==> src/rtl/atm_pkg.sv <==
// Constants shared by the ATM controller, user_input and key_entry_ctrl:
// status codes, input styles, top-level states and PS/2 set-2 scan codes.
package atm_pkg;

  // Status codes returned to the ATM FSM
  localparam logic [3:0] ACC_FOUND      = 4'b0001;
  localparam logic [3:0] ACC_NOT_FOUND  = 4'b0010;
  localparam logic [3:0] PIN_CORRECT    = 4'b0011;
  localparam logic [3:0] PIN_WRONG      = 4'b0100;
  localparam logic [3:0] BALANCE_OK     = 4'b0101;
  localparam logic [3:0] NO_FUNDS       = 4'b0110;
  localparam logic [3:0] EXIT           = 4'b0111;
  localparam logic [3:0] INPUT_COMPLETE = 4'b1000;

  // Input styles requested by the FSM
  localparam logic [3:0] SINGLE_KEY      = 4'b0001;
  localparam logic [3:0] ACC_NUMBER      = 4'b0010;
  localparam logic [3:0] PIN_NUMBER      = 4'b0011;
  localparam logic [3:0] CURRENCY_AMOUNT = 4'b0100;

  typedef enum logic [3:0] {
    ATM_IDLE,
    ATM_ACC_ENTRY,
    ATM_PIN_ENTRY,
    ATM_MENU,
    ATM_BALANCE,
    ATM_WITHDRAW,
    ATM_DEPOSIT,
    ATM_EXIT
  } atm_state_t;

  typedef enum logic [2:0] {
    KE_IDLE,
    KE_COLLECT,
    KE_SKIP_BREAK,
    KE_EXT,
    KE_DONE
  } key_state_t;

  // PS/2 set-2 make codes
  localparam logic [7:0] KEY_0     = 8'h45;
  localparam logic [7:0] KEY_1     = 8'h16;
  localparam logic [7:0] KEY_2     = 8'h1E;
  localparam logic [7:0] KEY_3     = 8'h26;
  localparam logic [7:0] KEY_4     = 8'h25;
  localparam logic [7:0] KEY_5     = 8'h2E;
  localparam logic [7:0] KEY_6     = 8'h36;
  localparam logic [7:0] KEY_7     = 8'h3D;
  localparam logic [7:0] KEY_8     = 8'h3E;
  localparam logic [7:0] KEY_9     = 8'h46;
  localparam logic [7:0] ENTER     = 8'h5A;
  localparam logic [7:0] BKSP      = 8'h66;
  localparam logic [7:0] ESC       = 8'h76;
  localparam logic [7:0] BREAK_PFX = 8'hF0;
  localparam logic [7:0] EXT_PFX   = 8'hE0;

endpackage

==> src/rtl/scan_digit_decode.sv <==
// Maps a PS/2 set-2 make code onto a decimal digit; is_digit flags a hit.
module scan_digit_decode
  import atm_pkg::*;
(
  input  logic [7:0] scan_byte,
  output logic       is_digit,
  output logic [3:0] digit
);

  always_comb begin
    is_digit = 1'b1;
    digit    = 4'd0;
    case (scan_byte)
      KEY_0:   digit = 4'd0;
      KEY_1:   digit = 4'd1;
      KEY_2:   digit = 4'd2;
      KEY_3:   digit = 4'd3;
      KEY_4:   digit = 4'd4;
      KEY_5:   digit = 4'd5;
      KEY_6:   digit = 4'd6;
      KEY_7:   digit = 4'd7;
      KEY_8:   digit = 4'd8;
      KEY_9:   digit = 4'd9;
      default: is_digit = 1'b0;
    endcase
  end

endmodule

==> src/rtl/key_entry_ctrl.sv <==
// Turns the PS/2 byte stream into account/PIN/menu entries for the ATM FSM,
// returning BCD digits with a one-cycle done strobe and a status code.
module key_entry_ctrl
  import atm_pkg::*;
#(
  parameter int          MAX_DIGITS     = 4,
  parameter logic [31:0] TIMEOUT_CYCLES = 32'd3_000_000_000
) (
  input  logic        clk,
  input  logic        rst,
  input  logic        scan_valid,
  input  logic [7:0]  scan_byte,
  input  logic        start,
  input  logic [3:0]  mode,
  output logic        busy,
  output logic [2:0]  digit_count,
  output logic [15:0] value,
  output logic        done,
  output logic [3:0]  status,
  output logic        timed_out
);

  localparam logic [2:0] MAX_COUNT = 3'(MAX_DIGITS);

  key_state_t  state_reg, state_next;
  logic [3:0]  mode_reg, mode_next;
  logic [15:0] value_reg, value_next;
  logic [2:0]  count_reg, count_next;
  logic [31:0] timer_reg, timer_next;
  logic [3:0]  status_reg, status_next;
  logic        timed_out_reg, timed_out_next;
  logic        key_press;
  logic        is_digit;
  logic [3:0]  digit;

  scan_digit_decode u_decode (
    .scan_byte (scan_byte),
    .is_digit  (is_digit),
    .digit     (digit)
  );

  always_ff @(posedge clk or posedge rst) begin
    if (rst) begin
      state_reg     <= KE_IDLE;
      mode_reg      <= '0;
      value_reg     <= '0;
      count_reg     <= '0;
      timer_reg     <= '0;
      status_reg    <= '0;
      timed_out_reg <= 1'b0;
    end else begin
      state_reg     <= state_next;
      mode_reg      <= mode_next;
      value_reg     <= value_next;
      count_reg     <= count_next;
      timer_reg     <= timer_next;
      status_reg    <= status_next;
      timed_out_reg <= timed_out_next;
    end
  end

  always_comb begin
    state_next     = state_reg;
    mode_next      = mode_reg;
    value_next     = value_reg;
    count_next     = count_reg;
    timer_next     = timer_reg;
    status_next    = status_reg;
    timed_out_next = timed_out_reg;
    key_press      = 1'b0;

    case (state_reg)
      KE_IDLE: begin
        if (start) begin
          mode_next      = mode;
          value_next     = '0;
          count_next     = '0;
          timer_next     = '0;
          status_next    = '0;
          timed_out_next = 1'b0;
          if (mode == SINGLE_KEY || mode == ACC_NUMBER || mode == PIN_NUMBER) begin
            state_next = KE_COLLECT;
          end else begin
            state_next  = KE_DONE;
            status_next = EXIT;
          end
        end
      end

      KE_COLLECT, KE_SKIP_BREAK, KE_EXT: begin
        if (scan_valid) begin
          // A byte always restarts the idle timer, even in the timeout cycle
          timer_next = '0;
          state_next = KE_COLLECT;
          if (state_reg == KE_COLLECT) begin
            if (scan_byte == BREAK_PFX)    state_next = KE_SKIP_BREAK;
            else if (scan_byte == EXT_PFX) state_next = KE_EXT;
            else                           key_press = 1'b1;
          end else if (state_reg == KE_EXT) begin
            if (scan_byte == BREAK_PFX)    state_next = KE_SKIP_BREAK;
            else if (scan_byte == ENTER)   key_press = 1'b1;
          end

          if (key_press) begin
            if (is_digit) begin
              if (count_reg < MAX_COUNT) begin
                value_next = {value_reg[11:0], digit};
                count_next = count_reg + 3'd1;
                if (mode_reg == SINGLE_KEY) begin
                  state_next  = KE_DONE;
                  status_next = INPUT_COMPLETE;
                end
              end
            end else if (scan_byte == BKSP) begin
              if (count_reg != 3'd0) begin
                value_next = {4'h0, value_reg[15:4]};
                count_next = count_reg - 3'd1;
              end
            end else if (scan_byte == ESC) begin
              state_next  = KE_DONE;
              status_next = EXIT;
            end else if (scan_byte == ENTER) begin
              if ((mode_reg == ACC_NUMBER && count_reg != 3'd0) ||
                  (mode_reg == PIN_NUMBER && count_reg == MAX_COUNT)) begin
                state_next  = KE_DONE;
                status_next = INPUT_COMPLETE;
              end
            end
          end
        end else if (timer_reg == TIMEOUT_CYCLES - 32'd1) begin
          state_next     = KE_DONE;
          status_next    = EXIT;
          timed_out_next = 1'b1;
        end else begin
          timer_next = timer_reg + 32'd1;
        end
      end

      KE_DONE: state_next = KE_IDLE;

      default: state_next = KE_IDLE;
    endcase
  end

  assign busy        = (state_reg == KE_COLLECT) || (state_reg == KE_SKIP_BREAK) ||
                       (state_reg == KE_EXT);
  assign done        = (state_reg == KE_DONE);
  assign digit_count = count_reg;
  assign value       = value_reg;
  assign status      = status_reg;
  assign timed_out   = timed_out_reg;

endmodule

==> config.mk <==
export PLATFORM = sky130hd
export DESIGN_NAME = key_entry_ctrl
export DESIGN_NICKNAME = d
export VERILOG_FILES = /design/src/rtl/atm_pkg.sv /design/src/rtl/scan_digit_decode.sv /design/src/rtl/key_entry_ctrl.sv
export SDC_FILE = /design/constraint.sdc
export NUM_CORES = 1
export LEC_CHECK = 0
export CORE_ASPECT_RATIO = 1.75
export CORE_MARGIN = 5
export CORE_UTILIZATION = 40
export CTS_CLUSTER_SIZE = 24
export DETAILED_ROUTE_END_ITERATION = 10
export GPL_TIMING_DRIVEN = 0
export PLACE_DENSITY = 0.59
export SYNTH_ARGS = -nofsm -noshare
export SYNTH_HDL_FRONTEND = slang
export SYNTH_SLANG_ARGS = --single-unit
==> constraint.sdc <==
create_clock -name clk -period 3.2 [get_ports clk]
set_clock_uncertainty 0.05 [all_clocks]
set_input_delay 0.64 -clock clk [delete_from_list [all_inputs] [get_ports clk]]
set_output_delay 0.64 -clock clk [all_outputs]
set_load 0.1 [all_outputs]
==> metrics.md <==
| Metric | Value |
|---|---|
| Status | complete, no violations |
| Mapped cell area | 3660 sq um |
| Max reg flops | 32 |
| Setup violators final | 0 |
| Chip width | 82.3 um |
| Row count | 46 |
| Vias in the first global route | 3227 |
| DRC viols | 0 |
| Setup CP Type | reg -> out |
| DIE AREA | 11200 sq um |
| Achievable frequency | 0.323 GHz |
| Layout cells sized above 1 | 12.8% |
| Hold WS | 443 ps |
| Arrival @ worst endpoint | 2400 ps |
| Pwr/cell area | 503 nW/um^2 |
| Vias per cell | 5.48 |
| Mapped Cells | 396 |
| Via count | 3142 |
| DR WL/cell | 16.4 um |
| Storage cell area | 1530 sq um |
| Leakage | 1.83 nW |
| CTS root buf | clkbuf_16 |
| Gr ovfl total | 0 |
| Detailed-router iteration count before antenna repair | 4 |
| Clk_lat worst skew | 330 ps |
| Setup TNS | 0 ps |
| IO Count | 42 |
| CP startpoint kind | register |
| Required time of the critical path | 2510 ps |
| ANT cells | 0 |
| Rel. slew slack | 34.3% |
| Synth unique cells | 64 |
| Total Routing Usage GR | 18.3% |
| Starting DRT DRC Count | 151 |
| Largest net degree at the start of global routing | 39 |
| Fillers | 845 |
| Synth warnings | 0 |
| CTS Buf Count | 9 |
| Synthesis-to-finish area growth | 25.3% |
| Fin crit share | 96.7% |
| Post-synth top flop | dfrtp_1 |
| Hold Path Class | reg -> reg |
| Die Y-Extent | 136 um |
| Max Buffers Root-to-Sink | 2 |
| CTS tree | built |
| Worst-Margin Slew | 983 ps |
| DP Area | 4220 sq um |
| Gpl congestion | 0.843 |
| Number of synthesized register bits | 61 |
| Multi-input gate area | 1980 sq um |
| Hold buffers post-CTS | 0 |
| CTS clock-pin slew for the worst setup and hold paths | 60 ps |
| Sequential area share after synthesis | 41.8% |
| Syn avg cell area | 9.23 sq um |
| Starting Density | 40.7% |
| Nets | 467 |
| First-pass GRT wire length | 15.7 mm |
| Max cap viols | 0 |
| CTS sink count | 61 |
| Final slew viol count | 0 |
| Tmin final | 3090 ps |
| H-tree levels | 3 |
| Final std cell area, no fill | 4580 sq um |
| Hold Vio Cnt, Final | 0 |
| Core Area | 8980 sq um |
| Post-synth EDFFs | 0 |
| Crit. End Element | primary output |
| Asr flop ratio synth | 100% |
| Final WL | 9.39 mm |
| Worst vdd ir | 0.000272 V |
| Number of port buffers | 39 |
| Initial antenna violation count | 0 |
| Syn nets | 415 |
| HPWL Detailed | 7.06 mm |
| Max FO, Critical Path | 10 |
| Post-DRT Antenna Nets | 0 |
==> critical path, cell delays in order, from the launching register on <==
cell and delay (ps):
dfrtp_1 390, clkbuf_1 220, o21bai_2 370, inv_1 220, dlygate4sd2_1 880
==> repair_timing <==
item | 4_1_cts | 5_1_grt
pin swaps | 0 | 3
buffers inserted | 0 | 2
setup endpoints to repair | 20 | 18
resized for setup | 5 | 7
==> metrics by stage <==
step                      power, mW  worst slack, ps  instances  utilization, %
after global routing           2.40            -10.2        573            51.0
after detailed placement       1.32             -561        556            47.0
after floorplan                1.18              295        396               -
after CTS                      2.32            -22.0        572            50.6
final                          2.30              107        573            51.0
after global placement         1.31             -504        555            46.7
==> cells by family after synthesis <==
family | after synthesis | share of synthesized area, %
fa+ha+maj | 3 | 1.23
buf+inv | 40 | 5.20
simple gates | 177 | 24.5
mux | 14 | 3.97
xor+xnor | 29 | 6.95
compound gates | 72 | 16.4
flops | 61 | 41.8
==> power breakdown <==
part / internal (mW) / switching [mW] / total (mW)
Sequential: 0.795 / 0.0254 / 0.821
Clock: 0.629 / 0.374 / 1.00
Combinational: 0.148 / 0.334 / 0.482
==> layer usage <==
metal / GRT usage, % / up-vias / routed length [um]
met1: 20.2 / 1529 / 3760
met4: 8.78 / 0 / 310
li1: - / 1531 / -
met2: 32.4 / 63 / 5070
met5: 0 / - / 0
met3: 3.58 / 19 / 248
==> synth_stat cells (10+ instances only) <==
cell | count | share of area [%]
a21oi_1 | 10 | 1.4
mux2i_1 | 10 | 2.7
o31ai_2 | 12 | 4.1
nand3_1 | 13 | 1.8
nor4_1 | 11 | 1.9
nand2_1 | 44 | 4.5
nor2_1 | 43 | 4.4
clkbuf_1 | 11 | 1.1
nor3_1 | 17 | 2.3
xnor2_1 | 28 | 6.7
inv_1 | 18 | 1.8
o21ai_0 | 10 | 1.4
dfrtp_1 | 61 | 42
==> final timing paths <==
check,start,endpoint,slack (ps),depth (start not counted)
min in group asynchronous,rst,timed_out,620,2
worst max-delay path,state_reg[2],busy,110,4
worst max register to register,timer_reg[3],timer_reg[23],470,7
max in group asynchronous,rst,value[12],1890,3
worst min-delay path,timed_out,timed_out,440,1
worst min register to register,timed_out,timed_out,440,1
==> layout make-up <==
type	instances	area share, %
multi-input combinational	295	43.2
timing repair buffer	42	9.31
clock buffer	10	5.22
inverter	19	1.56
buffer	20	2.59
sequential	61	33.3
tap	120	3.28
clock inverter	6	1.56
==> cell usage in the layout, fill, tap and decap left out, types with 6 or more instances in the layout <==
| master | synthesis | routed |
|---|---|---|
| o21ai_0 | 10 | 10 |
| inv_1 | 18 | 17 |
| dfrtp_1 | 61 | 61 |
| xnor2_1 | 28 | 28 |
| nor4_1 | 11 | 11 |
| mux2i_1 | 10 | 10 |
| or3_1 | 7 | 7 |
| o31ai_2 | 12 | 12 |
| a21oi_1 | 10 | 9 |
| a211oi_1 | 6 | 6 |
| nand3_1 | 13 | 12 |
| clkbuf_1 | 11 | 11 |
| nand2_1 | 44 | 44 |
| nand4_1 | 9 | 9 |
| nor3_1 | 17 | 17 |
| nor2_1 | 43 | 43 |
| clkbuf_16 | 0 | 9 |
| nand2b_1 | 9 | 9 |
| clkdlybuf4s50_1 | 0 | 37 |
No activity file was read; power rests on OpenSTA's default activity.
